### config.mk
export PLATFORM = sky130hd
export DESIGN_NAME = video_source_flat
export DESIGN_NICKNAME = d
export VERILOG_FILES = /design/src/rtl/video_source_if.sv /design/src/rtl/video_source.sv /design/src/flat_wrapper.sv
export SDC_FILE = /design/constraint.sdc
export NUM_CORES = 1
export LEC_CHECK = 0
export CAP_MARGIN = 10
export CORE_UTILIZATION = 41
export CTS_BUF_LIST = sky130_fd_sc_hd__clkbuf_8
export CTS_CLUSTER_DIAMETER = 60
export DETAILED_ROUTE_END_ITERATION = 8
export SLEW_MARGIN = 20
export SYNTH_ARGS = -nofsm -noshare
export SYNTH_HDL_FRONTEND = slang
export SYNTH_SLANG_ARGS = --single-unit
### constraint.sdc
create_clock -name Clk -period 4.55 [get_ports Clk]
set_input_delay 0.91 -clock Clk [delete_from_list [all_inputs] [get_ports Clk]]
set_output_delay 0.91 -clock Clk [all_outputs]
set_load 0.05 [all_outputs]
### src/rtl/video_source_if.sv
// Control and stream signals of the video_source raster generator.
// master = the generator itself, slave = whoever drives Start/config and consumes the stream.
interface video_source_if;
  logic       Start;
  logic       Continuous;
  logic [7:0] Width;
  logic [7:0] Height;
  logic [1:0] Pattern;
  logic [7:0] Colour;
  logic [7:0] PixelOut;
  logic       FrameOut;
  logic       LineOut;
  logic       Busy;

  modport master (
    input  Start, Continuous, Width, Height, Pattern, Colour,
    output PixelOut, FrameOut, LineOut, Busy
  );

  modport slave (
    output Start, Continuous, Width, Height, Pattern, Colour,
    input  PixelOut, FrameOut, LineOut, Busy
  );
endinterface

### src/rtl/video_source.sv
// Framed Width x Height raster source with fixed H/V blanking and a pattern generator.
// Optional feature: define VIDEO_SOURCE_STAMP_EN to stamp a frame counter onto pixel (0,0).
module video_source #(
  parameter int HBLANK = 4,
  parameter int VBLANK = 8
) (
  input  logic          Clk,
  input  logic          Reset,
  video_source_if.master vid
);

  typedef enum logic [1:0] {S_IDLE, S_ACTIVE, S_HBLANK, S_VBLANK} state_e;
  typedef enum logic [1:0] {PAT_SOLID, PAT_XRAMP, PAT_YRAMP, PAT_CHECKER} pattern_e;

  localparam int CNT_MAX = (HBLANK > VBLANK) ? HBLANK : VBLANK;
  localparam int CW      = $clog2(CNT_MAX + 1);
  localparam logic [CW-1:0] HB_LAST = CW'(HBLANK - 1);
  localparam logic [CW-1:0] VB_LAST = CW'(VBLANK - 1);

  state_e        state_q, state_d;
  logic [7:0]    x_q, x_d, y_q, y_d;
  logic [7:0]    w_q, w_d, h_q, h_d;
  pattern_e      pat_q, pat_d;
  logic [7:0]    colour_q, colour_d;
  logic [CW-1:0] cnt_q, cnt_d;
  logic          frame_end;

  logic [7:0]    pixel_q, pixel_d;
  logic          frame_q, frame_d;
  logic          line_q, line_d;
  logic          busy_q, busy_d;

`ifdef VIDEO_SOURCE_STAMP_EN
  logic [7:0]    stamp_q, stamp_d;
`endif

  // State register
  always_ff @(posedge Clk) begin
    // NOTE: all state is updated with <= so every register samples the pre-edge values.
    if (Reset) begin
      // NOTE: the latched W/H/Pattern/Colour are reset too, so nothing ever holds X.
      state_q  <= S_IDLE;
      x_q      <= '0;
      y_q      <= '0;
      w_q      <= '0;
      h_q      <= '0;
      pat_q    <= PAT_SOLID;
      colour_q <= '0;
      cnt_q    <= '0;
      pixel_q  <= '0;
      frame_q  <= 1'b0;
      line_q   <= 1'b0;
      busy_q   <= 1'b0;
`ifdef VIDEO_SOURCE_STAMP_EN
      stamp_q  <= '0;
`endif
    end else begin
      state_q  <= state_d;
      x_q      <= x_d;
      y_q      <= y_d;
      w_q      <= w_d;
      h_q      <= h_d;
      pat_q    <= pat_d;
      colour_q <= colour_d;
      cnt_q    <= cnt_d;
      pixel_q  <= pixel_d;
      frame_q  <= frame_d;
      line_q   <= line_d;
      busy_q   <= busy_d;
`ifdef VIDEO_SOURCE_STAMP_EN
      stamp_q  <= stamp_d;
`endif
    end
  end

  // Next-state and raster counters
  always_comb begin
    // NOTE: every variable gets a default first, so no path can infer a latch.
    state_d   = state_q;
    x_d       = x_q;
    y_d       = y_q;
    w_d       = w_q;
    h_d       = h_q;
    pat_d     = pat_q;
    colour_d  = colour_q;
    cnt_d     = cnt_q;
    frame_end = 1'b0;

    case (state_q)
      S_IDLE: begin
        if (vid.Start && (vid.Width != 8'd0) && (vid.Height != 8'd0)) begin
          state_d  = S_ACTIVE;
          x_d      = '0;
          y_d      = '0;
          w_d      = vid.Width;
          h_d      = vid.Height;
          pat_d    = pattern_e'(vid.Pattern);
          colour_d = vid.Colour;
        end
      end
      S_ACTIVE: begin
        if (x_q == w_q - 8'd1) begin
          cnt_d = '0;
          if (y_q != h_q - 8'd1) begin
            state_d = S_HBLANK;
            y_d     = y_q + 8'd1;
          end else begin
            state_d   = S_VBLANK;
            frame_end = 1'b1;
          end
        end else begin
          x_d = x_q + 8'd1;
        end
      end
      S_HBLANK: begin
        if (cnt_q == HB_LAST) begin
          state_d = S_ACTIVE;
          x_d     = '0;
        end else begin
          cnt_d = cnt_q + CW'(1);
        end
      end
      S_VBLANK: begin
        if (cnt_q == VB_LAST) begin
          if (vid.Continuous) begin
            // New frame keeps W/H but picks up the current Pattern and Colour.
            state_d  = S_ACTIVE;
            x_d      = '0;
            y_d      = '0;
            pat_d    = pattern_e'(vid.Pattern);
            colour_d = vid.Colour;
          end else begin
            state_d = S_IDLE;
          end
        end else begin
          cnt_d = cnt_q + CW'(1);
        end
      end
      default: state_d = S_IDLE;
    endcase
  end

`ifdef VIDEO_SOURCE_STAMP_EN
  assign stamp_d = frame_end ? stamp_q + 8'd1 : stamp_q;
`endif

  // Outputs are computed from the next state so the registered outputs line up with it.
  always_comb begin
    line_d  = (state_d == S_ACTIVE);
    frame_d = line_d || (state_d == S_HBLANK);
    busy_d  = (state_d != S_IDLE);
    pixel_d = 8'h00;
    if (line_d) begin
      case (pat_d)
        PAT_SOLID: pixel_d = colour_d;
        PAT_XRAMP: pixel_d = x_d;
        PAT_YRAMP: pixel_d = y_d;
        default:   pixel_d = (x_d[0] ^ y_d[0]) ? 8'hFF : 8'h00;
      endcase
`ifdef VIDEO_SOURCE_STAMP_EN
      if ((x_d == 8'd0) && (y_d == 8'd0)) pixel_d = stamp_q;
`endif
    end
  end

`ifndef VIDEO_SOURCE_STAMP_EN
  logic unused_frame_end;
  assign unused_frame_end = frame_end;
`endif

  assign vid.PixelOut = pixel_q;
  assign vid.FrameOut = frame_q;
  assign vid.LineOut  = line_q;
  assign vid.Busy     = busy_q;

endmodule
### src/flat_wrapper.sv
// flat-port wrapper written by rule: the top's interface ports become plain ports
module video_source_flat 
#(
  parameter int HBLANK = 4,
  parameter int VBLANK = 8
)
  (Clk, Reset, vid_Start, vid_Continuous, vid_Width, vid_Height, vid_Pattern, vid_Colour, vid_PixelOut, vid_FrameOut, vid_LineOut, vid_Busy);
  video_source_if vid_i ();
  input  logic Clk;
  input  logic Reset;
  input wire logic [$bits(vid_i.Start)-1:0] vid_Start;
  input wire logic [$bits(vid_i.Continuous)-1:0] vid_Continuous;
  input wire logic [$bits(vid_i.Width)-1:0] vid_Width;
  input wire logic [$bits(vid_i.Height)-1:0] vid_Height;
  input wire logic [$bits(vid_i.Pattern)-1:0] vid_Pattern;
  input wire logic [$bits(vid_i.Colour)-1:0] vid_Colour;
  output wire logic [$bits(vid_i.PixelOut)-1:0] vid_PixelOut;
  output wire logic [$bits(vid_i.FrameOut)-1:0] vid_FrameOut;
  output wire logic [$bits(vid_i.LineOut)-1:0] vid_LineOut;
  output wire logic [$bits(vid_i.Busy)-1:0] vid_Busy;
  assign vid_i.Start = vid_Start;
  assign vid_i.Continuous = vid_Continuous;
  assign vid_i.Width = vid_Width;
  assign vid_i.Height = vid_Height;
  assign vid_i.Pattern = vid_Pattern;
  assign vid_i.Colour = vid_Colour;
  assign vid_PixelOut = vid_i.PixelOut;
  assign vid_FrameOut = vid_i.FrameOut;
  assign vid_LineOut = vid_i.LineOut;
  assign vid_Busy = vid_i.Busy;
  video_source #(.HBLANK(HBLANK), .VBLANK(VBLANK)) u_core (.Clk(Clk), .Reset(Reset), .vid(vid_i));
endmodule
==> summary.md <==
| Metric | Value |
|---|---|
| Outcome | finished, final reports clean |
| Via Count | 3509 |
| RSZ-0062 raised after global routing | no |
| GRT Overall Usage | 22.2% |
| Clock sink total | 59 |
| Layout Cells excl Fill | 599 |
| Internal reg-to-reg setup slack | 1.02 ns |
| Setup violators final | 0 |
| Core Area | 0.00872 mm² |
| Hold-fix buffers, CTS | 0 |
| Final cycle utilization of the critical path | 77.6% |
| Width of the chip | 96.8 µm |
| Final Net Count | 527 |
| Layout Skew | 0.00866 ns |
| Crit path time final | 3.53 ns |
| Post-DR wirelength/cell | 16.8 µm |
| Achievable frequency | 283 MHz |
| Fillers | 856 |
| Top_reg_cell synth | dfxtp_1 |
| Seq cells post-synth | 59 |
| Critical Path RT | 4.83 ns |
| Gp weighted congestion | 0.833 |
| Vias in the first global route | 3346 |
| Root Buffer | clkbuf_8 |
| Initial Util | 42.2% |
| Post-DP HPWL | 7340 µm |
| Die area | 0.00937 mm² |
| Max Root-Sink Buffers | 2 |
| Leak | 1.56 nW |
| Syn Inst Count | 449 |
| Setup Fix Bufs, Post-CTS | 0 |
| Ys async rst share | 0% |
| Crit path max fanout | 10 |
| Final Hold Viols | 0 |
| TNS Setup | 0 ns |
| Most common cell after layout, fill and taps aside | nand2_1 |
| Largest net degree at the start of global routing | 49 |
| Routed Antenna Nets | 0 |
| Drt first pass iters | 5 |
| Layout cells sized above 1 | 9.98% |
| Max_slew headroom | 53.0% |
| Initial antenna violation count | 0 |
| MaxCap Viol Count | 0 |
| GRT Residual Overflow | 0 |
| Crit path DAT | 3.81 ns |
| Number of enable flip-flop cells after synthesis | 0 |
| Clock transition at the registers of the reported paths | 0.07 ns |
| CP max stage cell | a211oi_4 |
| Ant. Diodes | 0 |
| Pwr/cell area | 345 mW/mm² |
| Dpl cells | 583 |
| Max-slew violation count | 0 |
| Synth unique cells | 80 |
| H-tree levels | 3 |
| # resized after CTS | 0 |
| Worst hold path class | register to register |
| VDD IR max | 0.253 mV |
| Worst-path cell chain | inv_1 -> ha_1 -> xnor2_1 -> and4b_1 -> a41oi_1 -> a211oi_4 -> nand2b_1 -> a21oi_1 -> a21o_1 -> inv_1 -> ha_1 -> nand2b_1 -> a211oi_1 -> o31ai_1 -> o211ai_2 |
| I/O pin count | 41 |
| CP max stage delay | 0.53 ns |
| Yosys warning count | 0 |
| Inserted Clock Buffers | 9 |
| Register area share after synthesis | 32.1% |
| Row Count | 34 |
| IO Port Bufs | 40 |
| Clk Latency, worst-skew pair | 0.35 ns |
| Least-Margin Pin Slew | 0.705 ns |
| Final wirelength | 10100 µm |
| Post-Syn Nets | 490 |
| WS Path Type | register to register |
| Startpoint types | register |
| CP Capture Type | register |
| First-pass GRT wire length | 16700 µm |
| TritonCTS clock tree | yes |
| Die height | 96.8 µm |
| Synthesized area per cell | 8.20 µm² |
| Layout area overhead | 18.0% |
| Via density | 5.86 |
| Initial drt markers | 267 |
| # DRC | 0 |
| Synthesized area | 0.00368 mm² |
| Commonest cells after routing, fill and taps aside | 63 x nand2_1, 59 x dfxtp_1, 46 x nor2_1 |
layout make-up:
type,count,area [µm²],share of cell area [%]
clock buffers,9,124,2.85
clock inverters,7,68.8,1.58
inverters,15,56.3,1.29
multi-input cells,356,2340,53.9
flip-flops and latches,59,1180,27.2
well taps,108,135,3.11
repair buffers,45,438,10.1
power breakdown:
group          internal (mW)  switching, mW
Clock                  0.250          0.227
Sequential             0.554         0.0309
Combinational          0.166          0.269
cells in the mapped netlist (3+ instances only):
cell	instances	area [µm²]
inv_1	15	56.3
nand2_1	63	236
nand3_1	13	65.1
o21ai_1	4	20.0
nor4_1	4	25.0
or2_2	4	25.0
mux2i_1	5	50.1
clkbuf_1	12	45.0
buf_6	3	33.8
dfxtp_1	59	1180
a211oi_1	3	22.5
a21oi_1	37	185
buf_2	3	15.0
ha_1	11	138
a22oi_1	7	52.6
nor2_1	46	173
nand4_1	4	25.0
xor2_1	11	96.3
and3_1	4	25.0
a21o_1	5	37.5
and2_1	3	18.8
or4_1	6	45.0
xnor2_1	9	78.8
nand2b_1	9	56.3
nor3_1	10	50.1
nor2b_1	7	43.8
o311ai_1	3	26.3
a31oi_1	11	68.8
o21ai_0	11	55.1
worst max-delay path: cells and delay by family, from the launching register on:
kind                     cells  cell delay (ns)
XOR/XNOR                     1             0.14
buffers and inverters        2             0.14
AND/OR/NAND/NOR              3             0.84
adder cells (fa/ha/maj)      2             0.40
AO/OA/AOI/OAI                7             1.47
flip-flops                   1             0.46
layer usage:
layer | GRT usage (%) | vias to the layer above | wire (µm) | part of all wire, %
met5 | 0 | - | 0 | 0
met4 | 5.63 | 0 | 156 | 1.5
met3 | 7.30 | 19 | 565 | 5.6
met2 | 35.4 | 120 | 4580 | 45
met1 | 28.8 | 1647 | 4790 | 47
li1 | - | 1723 | - | -
cell families after synthesis:
family                     Yosys count  synth area share, %
adders and majority gates           11                 3.74
xor gates and xnor gates            20                 4.76
muxes                                6                 1.97
AOI/OAI and AO/OA                  128                 27.1
and+or+nand+nor                    191                 26.1
buffers and inverters               34                 4.28
DFF                                 59                 32.1
worst paths after layout:
kind | start | endpoint | cells past startpoint
setup / recovery | u_core.h_q[0] | u_core.vid.PixelOut[4] | 15
hold / removal | u_core.w_q[7] | u_core.w_q[7] | 2
setup reg to reg | u_core.h_q[0] | u_core.vid.PixelOut[4] | 15
hold reg to reg | u_core.w_q[7] | u_core.w_q[7] | 2
through the flow:
step	hold WS (ns)	utilization [%]	area [µm²]	worst slack (ns)	power, mW
after floorplan	0.448	-	3680	1.38	0.900
after global placement	0.459	47.6	4160	0.706	1.02
after detailed placement	0.466	47.6	4160	0.695	1.03
after CTS	0.476	49.9	4350	1.03	1.51
after global routing	0.505	49.9	4350	0.701	1.58
final	0.472	49.9	4350	1.02	1.50
registers in the layout (all words and copies together) (netlist names):
signal and flops:
u_core.vid.PixelOut 8, u_core.w_q 8, u_core.vid.Busy 1, u_core.colour_q 8, u_core.state_q 2, u_core.h_q 8, u_core.cnt_q 4, u_core.pat_q 2
u_core.vid.LineOut 1, u_core.vid.FrameOut 1, u_core.x_q 8, u_core.y_q 8
(Power assumes the default switching activity.)
